`config.mk`:
```
export PLATFORM = sky130hd
export DESIGN_NAME = voice_allocator
export DESIGN_NICKNAME = d
export VERILOG_FILES = /design/src/rtl/voice_allocator.sv
export SDC_FILE = /design/constraint.sdc
export NUM_CORES = 1
export LEC_CHECK = 0
export BUFFER_PORTS_ARGS = -buffer_cell sky130_fd_sc_hd__clkbuf_2
export CAP_MARGIN = 15
export CORE_UTILIZATION = 45
export CTS_BUF_LIST = sky130_fd_sc_hd__clkbuf_8 sky130_fd_sc_hd__clkbuf_16
export CTS_CLUSTER_SIZE = 12
export DETAILED_ROUTE_END_ITERATION = 8
export SETUP_SLACK_MARGIN = 0.4
export SLEW_MARGIN = 20
export SYNTH_ARGS = -nofsm -noshare
export SYNTH_HDL_FRONTEND = slang
export SYNTH_SLANG_ARGS = --single-unit
```
`constraint.sdc`:
```
create_clock -name CLK -period 2.5 [get_ports CLK]
set_input_delay 0.25 -clock CLK [delete_from_list [all_inputs] [get_ports CLK]]
set_output_delay 0.25 -clock CLK [all_outputs]
set_load 0.01 [all_outputs]
```
`src/rtl/voice_allocator.sv`:
```
// voice_allocator: round-robin allocation of 8 held keys onto 4 voices with LRU stealing
module voice_allocator #(
    parameter int STEAL_GAP = 1
) (
    input  logic        CLK,
    input  logic        RESET_N,
    input  logic        Enable,
    input  logic [7:0]  keys,
    output logic [3:0]  voice_on,
    output logic [11:0] voice_key,
    output logic        steal,
    output logic        all_busy
);
    typedef enum logic {SCAN, GAP} state_t;
    typedef logic [3:0][1:0] rank_t;

    state_t          r_state, w_state;
    logic [3:0]      r_on, w_on;
    logic [3:0][2:0] r_vkey, w_vkey;
    rank_t           r_rank, w_rank;
    logic [2:0]      r_idx, w_idx;
    logic [3:0]      r_cnt, w_cnt;
    logic [1:0]      r_victim, w_victim;
    logic            r_steal, w_steal;
    logic            r_all_busy, w_all_busy;
    logic [3:0]      w_match;
    logic [1:0]      w_hit_v, w_free_v, w_oldest;
    logic            w_key;

    // Promote voice v to newest; everything newer than it ages by one so ranks stay a permutation
    function automatic rank_t lru_touch(input rank_t rank, input logic [1:0] v);
        lru_touch = rank;
        for (int i = 0; i < 4; i++)
            if (rank[i] > rank[v]) lru_touch[i] = rank[i] - 2'd1;
        lru_touch[v] = 2'd3;
    endfunction

    // Per-voice lookups for the key under the scanner: owning voice, lowest free voice, oldest voice
    always_comb begin
        w_key    = keys[r_idx];
        w_match  = '0;
        w_hit_v  = '0;
        w_free_v = '0;
        w_oldest = '0;
        for (int v = 3; v >= 0; v--) begin
            w_match[v] = r_on[v] && (r_vkey[v] == r_idx);
            if (w_match[v]) w_hit_v = 2'(v);
            if (!r_on[v]) w_free_v = 2'(v);
            if (r_rank[v] == 2'd0) w_oldest = 2'(v);
        end
    end

    // Next-state and next-output logic; Enable low clears gates and parks the FSM in SCAN
    always_comb begin
        w_state  = r_state;
        w_on     = r_on;
        w_vkey   = r_vkey;
        w_rank   = r_rank;
        w_idx    = r_idx;
        w_cnt    = r_cnt;
        w_victim = r_victim;
        w_steal  = 1'b0;
        if (!Enable) begin
            w_on    = '0;
            w_state = SCAN;
        end else if (r_state == SCAN) begin
            if (w_key && !(|w_match)) begin
                if (!(&r_on)) begin
                    w_on[w_free_v]   = 1'b1;
                    w_vkey[w_free_v] = r_idx;
                    w_rank           = lru_touch(r_rank, w_free_v);
                    w_idx            = r_idx + 3'd1;
                end else begin
                    w_on[w_oldest] = 1'b0;
                    w_victim       = w_oldest;
                    w_steal        = 1'b1;
                    w_cnt          = 4'(STEAL_GAP - 1);
                    w_state        = GAP;
                end
            end else begin
                if (!w_key && (|w_match)) w_on[w_hit_v] = 1'b0;
                w_idx = r_idx + 3'd1;
            end
        end else begin
            if (r_cnt == 4'd0) begin
                if (w_key) begin
                    w_on[r_victim]   = 1'b1;
                    w_vkey[r_victim] = r_idx;
                    w_rank           = lru_touch(r_rank, r_victim);
                end
                w_idx   = r_idx + 3'd1;
                w_state = SCAN;
            end else begin
                w_cnt = r_cnt - 4'd1;
            end
        end
        w_all_busy = &w_on;
    end

    // State register with synchronous active-low reset; reset abandons any steal in progress
    always_ff @(posedge CLK) begin
        if (!RESET_N) begin
            r_state    <= SCAN;
            r_on       <= '0;
            r_vkey     <= '0;
            r_rank     <= {2'd3, 2'd2, 2'd1, 2'd0};
            r_idx      <= '0;
            r_cnt      <= '0;
            r_victim   <= '0;
            r_steal    <= 1'b0;
            r_all_busy <= 1'b0;
        end else begin
            r_state    <= w_state;
            r_on       <= w_on;
            r_vkey     <= w_vkey;
            r_rank     <= w_rank;
            r_idx      <= w_idx;
            r_cnt      <= w_cnt;
            r_victim   <= w_victim;
            r_steal    <= w_steal;
            r_all_busy <= w_all_busy;
        end
    end

    assign voice_on  = r_on;
    assign voice_key = r_vkey;
    assign steal     = r_steal;
    assign all_busy  = r_all_busy;
endmodule
```
* Word level (Yosys, flattened, before mapping)
Cells that the tools add are included.
** Storage, ports and cells
- Logic and storage cells :: 191
- Register bits :: 36
** Cells by class
- $add $sub $neg :: 6
- Bitwise logic cells :: 11
- $lt $le $gt $ge :: 17
- Reductions and logical operators :: 28
- Multiplexer cells :: 105
- Equality and inequality tests :: 9
** Operator list (number)
- 2-bit 2-to-1 mux :: 56
- 12-bit 2-to-1 mux :: 5
- 4-bit 2-to-1 mux :: 11
- 8-bit 2-to-1 mux :: 5
- 12-bit bitwise mux :: 2
- 3-bit 2-to-1 mux :: 6
- 2-bit > comparator :: 8
- 8-bit bitwise OR :: 2
- 3-bit demux with 2-bit select :: 2
- 3-bit == test :: 4
- 2-bit by 3-bit < comparator with 1-bit output (second input constant) :: 4
- 4-bit AND reduction :: 3
- 1-bit logical AND :: 10
- 1-bit 2-to-1 mux :: 9
- 4-bit AND :: 2
- 2-bit binary-select mux with 2-bit select :: 2
- 1-bit demux with 2-bit select :: 4
- 2-bit demux with 2-bit select :: 2
- 2-bit by 1-bit greater-or-equal comparator with 1-bit output (second input constant) :: 4
- 2-bit logical NOT :: 4
- 4-bit NOT :: 2
- 4-bit bitwise OR :: 2
- 2-bit by 1-bit subtractor with 2-bit output (second input constant) :: 4
- 7-bit AND reduction :: 1
- other kinds (16) :: 22

* Longest topological paths before layout
Gate-level depths: netlist (run 1).
- Word-level depth :: 17
- Mapped depth :: 14
- Mapped depth without buffers :: 13

* Worst setup path before layout (run 1)
Ideal clock, no wire load.
- Kind :: register to register
- Start point :: register r_on[2] (netlist: voice_on[2])
- End point :: register r_rank[3] (netlist bit)
- Clock period less this slack :: 2304 ps
- Path slack :: 196 ps
- Setup time :: 91 ps
- Stages on the path, launching flop included :: 14
- Data arrival time :: 2213 ps
- Required time :: 2409 ps
- Cells stage by stage :: dfxtp_1 > clkbuf_1 > o21ai_0 > o21ai_0 > nand2_1 > o21ai_0 > o22ai_1 > ha_1 > nor2b_1 > o21ai_0 > mux2_2 > nand2_1 > a21oi_1 > a311oi_1
** On the way
- Longest elaborated chain between the ends :: 15
** Ends and longest elaborated chain
- start: declaration :: RTL line 18 : logic [3:0] r_on, w_on;
- start signal: assignment :: RTL line 114 : r_on <= w_on;
- 2-bit 2-to-1 mux (3 in a row) :: RTL line 48 : if (!r_on[v]) w_free_v = 2'(v);
- 2-bit binary-select mux with 2-bit select :: RTL line 34 : if (rank[i] > rank[v]) lru_touch[i] = rank[i] - 2'd1;
- 2-bit 2-to-1 mux (implied by the code) :: RTL line 34
- 2-bit > comparator :: RTL line 34
- 2-bit 2-to-1 mux :: RTL line 34
- 2-bit 2-to-1 mux :: RTL line 68 : if (!(&r_on)) begin
- 2-bit 2-to-1 mux :: RTL line 67 : if (w_key && !(|w_match)) begin
- 2-bit 2-to-1 mux :: RTL line 66 : end else if (r_state == SCAN) begin
- 2-bit 2-to-1 mux :: RTL line 63 : if (!Enable) begin
- 8-bit bitwise OR (no source line)
- 8-bit 2-to-1 mux :: RTL line 68
- 8-bit 2-to-1 mux :: RTL line 67
- 8-bit 2-to-1 mux :: RTL line 66
- end signal: assignment :: RTL line 106 : r_rank <= {2'd3, 2'd2, 2'd1, 2'd0};
- end signal: assignment :: RTL line 116 : r_rank <= w_rank;
- end: declaration :: RTL line 20 : rank_t r_rank, w_rank;
Parallel ways exist; a longest one is shown, timed or not. The select of a mux whose other input is x is not followed.
A chain may end at the register's enable or synchronous reset.

* Worst setup path after layout (run 1)
- Start point :: register r_idx[0]
- End point :: register r_all_busy (netlist: all_busy)
** On the way
- Longest elaborated chain between the ends :: 17
** Ends and longest elaborated chain
- start: declaration :: RTL line 21 : logic [2:0] r_idx, w_idx;
- start signal: assignment :: RTL line 117 : r_idx <= w_idx;
- 3-bit == test :: RTL line 46 : w_match[v] = r_on[v] && (r_vkey[v] == r_idx);
- 1-bit logical AND :: RTL line 46
- 2-bit 2-to-1 mux (4 in a row) :: RTL line 47 : if (w_match[v]) w_hit_v = 2'(v);
- 2-bit by 3-bit < comparator with 1-bit output (implied by the code) or 2-bit by 1-bit greater-or-equal comparator with 1-bit output (tied branches) :: RTL line 81 : if (!w_key && (|w_match)) w_on[w_hit_v] = 1'b0;
- 1-bit logical AND (implied by the code) :: RTL line 81
- 1-bit 2-to-1 mux (implied by the code) :: RTL line 81
- 1-bit demux with 2-bit select :: RTL line 81
- 4-bit NOT (no source line)
- 4-bit AND (no source line)
- 4-bit 2-to-1 mux :: RTL line 81
- 4-bit 2-to-1 mux :: RTL line 67
- 4-bit 2-to-1 mux * :: RTL line 66
- 4-bit 2-to-1 mux * :: RTL line 63
- 4-bit AND reduction * :: RTL line 97 : w_all_busy = &w_on;
- end signal: assignment :: RTL line 121 : r_all_busy <= w_all_busy;
- end: declaration :: RTL line 25 : logic r_all_busy, w_all_busy;
Mark *: on every way between the ends. The rest lies on a longest branch, timed or not. The select of a mux whose other input is x is not followed.

==> results of run 1 <==
==> worst min-delay path by stage <==
stage                     slack [ns]   endpoint     start
after global routing            0.27  r_rank[5]   RESET_N
after CTS                       0.27  r_rank[5]   RESET_N
final                           0.26  r_rank[5]   RESET_N
after floorplan                 0.46   r_cnt[1]  r_cnt[1]
after global placement          0.47   r_cnt[0]  r_cnt[0]
after detailed placement        0.48   r_cnt[0]  r_cnt[0]
==> worst max-delay path, delay by kind of cell, from the launching register on <==
| family | cells | cell delay [ns] |
|---|---|---|
| flops | 1 | 0.36 |
| simple gates | 6 | 1.49 |
| buf+inv | 1 | 0.14 |
| xor+xnor | 1 | 0.13 |
==> logic make-up after synthesis <==
family / after synthesis / share of synthesized area (%)
adder cells (fa/ha/maj): 23 / 11.1
flip-flops: 36 / 27.9
AND/OR/NAND/NOR: 119 / 23.7
multiplexers: 10 / 6.49
buffers and inverters: 39 / 7.61
AO/OA/AOI/OAI: 77 / 18.0
XOR/XNOR: 15 / 5.09
==> Yosys cell counts, drive strengths merged <==
library cell / instances / area, um^2
a211oi: 3 / 22.5
a21oi: 25 / 125
a221oi: 1 / 8.76
a311oi: 2 / 17.5
a31oi: 1 / 6.26
a32oi: 1 / 8.76
and2: 1 / 6.26
and3: 4 / 27.5
and4: 1 / 8.76
buf: 8 / 80.1
clkbuf: 8 / 30.0
dfxtp: 36 / 721
ha: 23 / 288
inv: 23 / 86.3
mux2: 1 / 11.3
mux2i: 5 / 62.6
mux4: 4 / 93.8
nand2: 35 / 131
nand2b: 3 / 18.8
nand3: 11 / 60.1
nand3b: 3 / 22.5
nand4: 6 / 52.6
nor2: 28 / 108
nor2b: 7 / 43.8
nor3: 6 / 30.0
nor3b: 2 / 15.0
nor4: 5 / 31.3
o2111a: 1 / 11.3
o211ai: 2 / 15.0
o21a: 1 / 7.51
o21ai: 29 / 145
o22a: 1 / 10.0
o22ai: 3 / 25.0
o311a: 1 / 11.3
o311ai: 1 / 8.76
o31a: 1 / 8.76
o31ai: 1 / 7.51
o32ai: 3 / 26.3
or2: 2 / 12.5
or3: 2 / 17.5
or3b: 1 / 11.3
or4: 2 / 16.3
xnor2: 13 / 114
xor2: 2 / 17.5
==> stage by stage <==
stage / cells / instance area, um^2 / setup WS [ns]
floorplan: 319 / 2620 / 0.392
global placement: 425 / 2900 / 0.160
detailed placement: 425 / 2900 / 0.136
CTS: 443 / 3190 / 0.308
global route: 459 / 3510 / 0.218
finish: 459 / 3510 / 0.279
==> per-layer routing <==
layer,part of all wire (%),vias to the layer above
met5,0,-
met2,48,75
met3,3.9,28
met1,44,1198
li1,-,1278
met4,3.5,0
==> power breakdown <==
part	switching, mW	internal [mW]	leakage, nW	total, mW
sequential	0.0375	0.599	0.296	0.637
combinational	0.379	0.377	1.10	0.756
clock	0.215	0.187	0.0505	0.402
==> final cells by class <==
cell class | count | area, um^2
Clock buffer | 5 | 68.8
Clock inverter | 3 | 12.5
Fill cell | 470 | 2000
Inverter | 23 | 91.3
Multi-Input combinational cell | 245 | 1980
Sequential cell | 36 | 746
Tap cell | 72 | 90.1
Timing Repair Buffer | 75 | 527
==> state kept, by name (all words and copies together) (netlist names) <==
name       cells
all_busy       1
r_cnt          4
r_idx          3
r_rank         8
r_state        1
r_victim       2
steal          1
voice_key     12
voice_on       4
==> timing repair <==
action                                 in CTS  in global routing
resized for setup                          42                 41
cloned                                      0                  1
pin swaps                                  22                 24
setup endpoints to repair                  33                 34
endpoints found under the hold margin       0                  0
buffers inserted                           10                 15
==> out/metrics.yaml, run 1 <==
status:
  outcome: "finished clean"
pwr:
  power_mw: 1.79
  peakVddDrop_mv: 0.388
  total_leakage_power_nw: 1.44
  p_per_area_nw_per_um2: 511
worst_setup_path:
  endpoint: "all_busy"
  reg2reg_setup_slack_ns: 0.28
  critPathMostFrequentCell: "nor4_1"
  slowest_delay_ns: 0.53
  reg2reg_from: "r_idx[0]"
  path_class: "flop to flop"
  r2r_cells: 8
  startpoint: "r_idx[0]"
  crit_fanout: 7
  start_kind: "flop"
  cp_cell_sequence: "buf_8 > xnor2_2 > nand4_1 > nand4_4 > or2_4 > nor4_1 > nor3_4 > nor4_1"
  crit_slowest_cell: "nor4_1"
  reg2reg_to: "all_busy"
  cp_data_arrival_time_ns: 2.42
  critical_path_required_ns: 2.70
  worst_setup_path_end_kind: "flop"
timing:
  tightest_slew_ns: 0.827
  finalCriticalPeriod_ns: 2.22
  whs_ns: 0.257
  setup_viol: 0
  period_share_pct: 88.8
  rsz0062_at_grt: "true"
  slew_headroom_pct: 44.8
  clock-skew-final_ns: 0.00609
  fmax_mhz: 450
  finalHoldViolCount: 0
  slew_violations: 0
  setup_tns_ns: 0
clocking:
  cts.clk_slew.worst_paths_ns: 0.07
  clock_path_buffers: 2
  worstSkewPairLatency_ns: 0.30
  root_buffer: "clkbuf_8"
  cts_buffers: 5
  htreeDepth: 2
  cts_sinks: 36
  cts_tree: "yes"
  cts.hold.buffers_added: 0
synthesis:
  ys_types: 57
  synthCells: 319
  synth_area_um2: 2580
  yosysWarningCount: 0
  synth_area_per_cell_um2: 8.10
  yosysSeqAreaShare_pct: 27.9
  ys_ff_latch: 36
  syn_nets: 353
global_route:
  grt_pass1_vias: 2408
  grt-ovfl-total: 0
  grt_util_met1_pct: 29.9
  track_usage_pct: 24.6
  grt_util_met2_pct: 42.0
  grt_pass1_wl_mm: 11.5
  grt_max_degree: 33
  grt_antenna_before_repair: 0
  use_met3_pct: 5.29
  grt.busiest_layer: "met2"
placement:
  dp_hpwl_mm: 4.93
  gp_congestion: 0.934
  numPortBuffers: 28
route:
  num_vias: 2579
  routedWlPerCell_um: 16.3
  drt_iter0_drc: 114
  routed_wl_mm: 7.47
  dr.pass1.iters: 4
  antenna_left: 0
  avgViaCountPerCell: 5.62
  drc: 0
floorplanning:
  core-area_um2: 5510
  die_w_um: 77.8
  dieArea_um2: 6050
  rows: 27
  start_util_pct: 46.9
  die_h_um: 77.8
  io_pins: 29
finish:
  final_cell_mix: "39 x buf_4, 32 x nand2_1, 28 x clkbuf_2, 25 x nor2_1, 24 x dfxtp_1"
  area_growth_pct: 35.9
  layout-drive-gt1-share_pct: 39.8
  n_antenna_cell: 0
  nNetsFinal: 420
  finish.utilization_pct: 63.8
  final_common_cell: "buf_4"
hold_path:
  hold_path.class: "primary input to flop"
  hold_depth: 2
job:
  drv_cap: 0
Note: power is estimated with default switching activity, not from simulation.
==> run 2, diff against run 1 <==
--- a/config.mk
+++ b/config.mk
@@ -8,7 +8,6 @@
 export BUFFER_PORTS_ARGS = -buffer_cell sky130_fd_sc_hd__clkbuf_2
 export CAP_MARGIN = 15
 export CORE_UTILIZATION = 45
-export CTS_BUF_LIST = sky130_fd_sc_hd__clkbuf_8 sky130_fd_sc_hd__clkbuf_16
 export CTS_CLUSTER_SIZE = 12
 export DETAILED_ROUTE_END_ITERATION = 8
 export SETUP_SLACK_MARGIN = 0.4
==> run 2 against run 1 <==
Worst setup slack about the same. Non-clock buffer count unchanged. Sequential cell count unchanged. Power up 0.20%. Clock skew about the same. Largest power group unchanged. Critical path type unchanged.
==> out/metrics.yaml, run 2 (same netlist as run 1, synthesis figures left out) <==
status:
  outcome: "finished clean"
finish:
  fill_cells: 470  # unchanged
  largest_reg_flops: 12  # unchanged
  n_antenna_cell: 0  # unchanged
  nNetsFinal: 420  # unchanged
  layout-drive-gt1-share_pct: 39.8  # unchanged
  final_cell_mix: "39 x buf_4, 32 x nand2_1, 28 x clkbuf_2, 25 x nor2_1, 24 x dfxtp_1"
  final_common_cell: "buf_4"
  area_growth_pct: 35.9  # unchanged
  final_cells: 459  # unchanged
  final_area_um2: 3510  # unchanged
route:
  drc: 0  # unchanged
  antenna_left: 0  # unchanged
  routed_wl_mm: 7.42  # -0.63%
  drt_iter0_drc: 102  # -11%
  num_vias: 2573  # -0.23%
  avgViaCountPerCell: 5.61  # -0.23%
  routedWlPerCell_um: 16.2  # -0.63%
  dr.pass1.iters: 4  # unchanged
clocking:
  cts_tree: "yes"
  worstSkewPairLatency_ns: 0.29  # about the same
  htreeDepth: 2  # unchanged
  cts_buffers: 5  # unchanged
  cts_sinks: 36  # unchanged
  clock_path_buffers: 2  # unchanged
  root_buffer: "clkbuf_8"
  cts.clk_slew.worst_paths_ns: 0.07  # about the same
worst_setup_path:
  critPathMostFrequentCell: "nor4_1"
  path_class: "flop to flop"
  startpoint: "r_idx[0]"
  crit_slowest_cell: "nor4_1"
  cp_data_arrival_time_ns: 2.42  # about the same
  worst_setup_path_end_kind: "flop"
  critical_path_required_ns: 2.70  # about the same
  reg2reg_from: "r_idx[0]"
  cp_cell_sequence: "buf_8 > xnor2_2 > nand4_1 > nand4_4 > or2_4 > nor4_1 > nor3_4 > nor4_1"
  start_kind: "flop"
  crit_fanout: 7  # unchanged
  slowest_delay_ns: 0.53  # about the same
hold_path:
  hold_path.class: "primary input to flop"
  hp-start: "RESET_N"
global_route:
  track_usage_pct: 24.6  # unchanged
  grt_pass1_vias: 2406  # -0.083%
  grt_max_degree: 33  # unchanged
  grt_pass1_wl_mm: 11.5  # about the same
  grt-ovfl-total: 0  # unchanged
  grt_antenna_before_repair: 0  # unchanged
timing:
  finalCriticalPeriod_ns: 2.22  # +0.000147 ns
  fmax_mhz: 450  # about the same
  slew_violations: 0  # unchanged
  clock-skew-final_ns: 0.00573  # -0.000361 ns
  finalHoldViolCount: 0  # unchanged
  rsz0062_at_grt: "true"
  setup_viol: 0  # unchanged
  period_share_pct: 88.8  # about the same
  setup_tns_ns: 0  # unchanged
  whs_ns: 0.266  # +0.00895 ns
  tightest_slew_ns: 0.806  # -0.0205 ns
  slew_headroom_pct: 46.2  # +1.4 points
placement:
  placed_cells: 425  # unchanged
  gp_congestion: 0.934  # unchanged
  dp_hpwl_mm: 4.93  # unchanged
  numPortBuffers: 28  # unchanged
  place_area_um2: 2900  # unchanged
pwr:
  p_per_area_nw_per_um2: 512  # +0.20%
  peakVddDrop_mv: 0.399  # +2.7%
  power_mw: 1.80  # +0.20%
  total_leakage_power_nw: 1.43  # -0.57%
floorplanning:
  die_w_um: 77.8  # unchanged
  rows: 27  # unchanged
  dieArea_um2: 6050  # unchanged
  die_h_um: 77.8  # unchanged
  io_pins: 29  # unchanged
  start_util_pct: 46.9  # unchanged
  core-area_um2: 5510  # unchanged
job:
  drv_cap: 0  # unchanged
## run 2: changes by cell type in the layout (fill, tap and decap cells not counted)
cell,before,now
clkbuf_1,0,2
inv_1,23,21
## run 2: final timing paths
path,slack [ns],to,depth (start not counted)
min,0.27,r_rank[5],2
min reg2reg,0.49,r_cnt[0],2
max,0.28,all_busy,8
max reg2reg,0.28,all_busy,8
## run 2: layout make-up
cell class,instances,area (um^2),share of cell area (%)
inverter,23,91.3,2.60
clock inverter,1,5.00,0.143
timing repair buffer,75,527,15.0
tap,72,90.1,2.57
multi-input combinational,245,1980,56.3
clock buffer,7,76.3,2.17
sequential,36,746,21.2
## run 2: metal layers
metal	part of all wire, %	track usage [%]
met1	44	29.9
met5	0	0
met3	4.2	5.29
met2	49	42.0
met4	2.9	9.43
## run 2: through the flow
| step | util, % | setup slack, ns |
|---|---|---|
| after global routing | 63.8 | 0.218 |
| after floorplan | - | 0.392 |
| after detailed placement | 52.6 | 0.136 |
| after CTS | 58.0 | 0.308 |
| final | 63.8 | 0.279 |
| after global placement | 52.6 | 0.160 |
## run 2: power breakdown
part / switching [mW] / leakage [nW] / internal [mW] / total [mW]
registers: 0.0375 / 0.296 / 0.599 / 0.637
clock network: 0.210 / 0.0422 / 0.196 / 0.406
logic: 0.379 / 1.10 / 0.377 / 0.756
## run 2: critical path, delay by kind of cell (launching register included)
family	cells	cell delay, ns
buffers and inverters	1	0.14
and+or+nand+nor	6	1.49
DFF	1	0.36
xor gates and xnor gates	1	0.13
## run 2: repair_timing
action | 4_1_cts | 5_1_grt
endpoints found under the setup margin | 32 | 34
setup buffers | 10 | 15
pin swaps | 22 | 24
gates resized for setup | 42 | 41
gates cloned | 0 | 1
hold buffers | 0 | 0
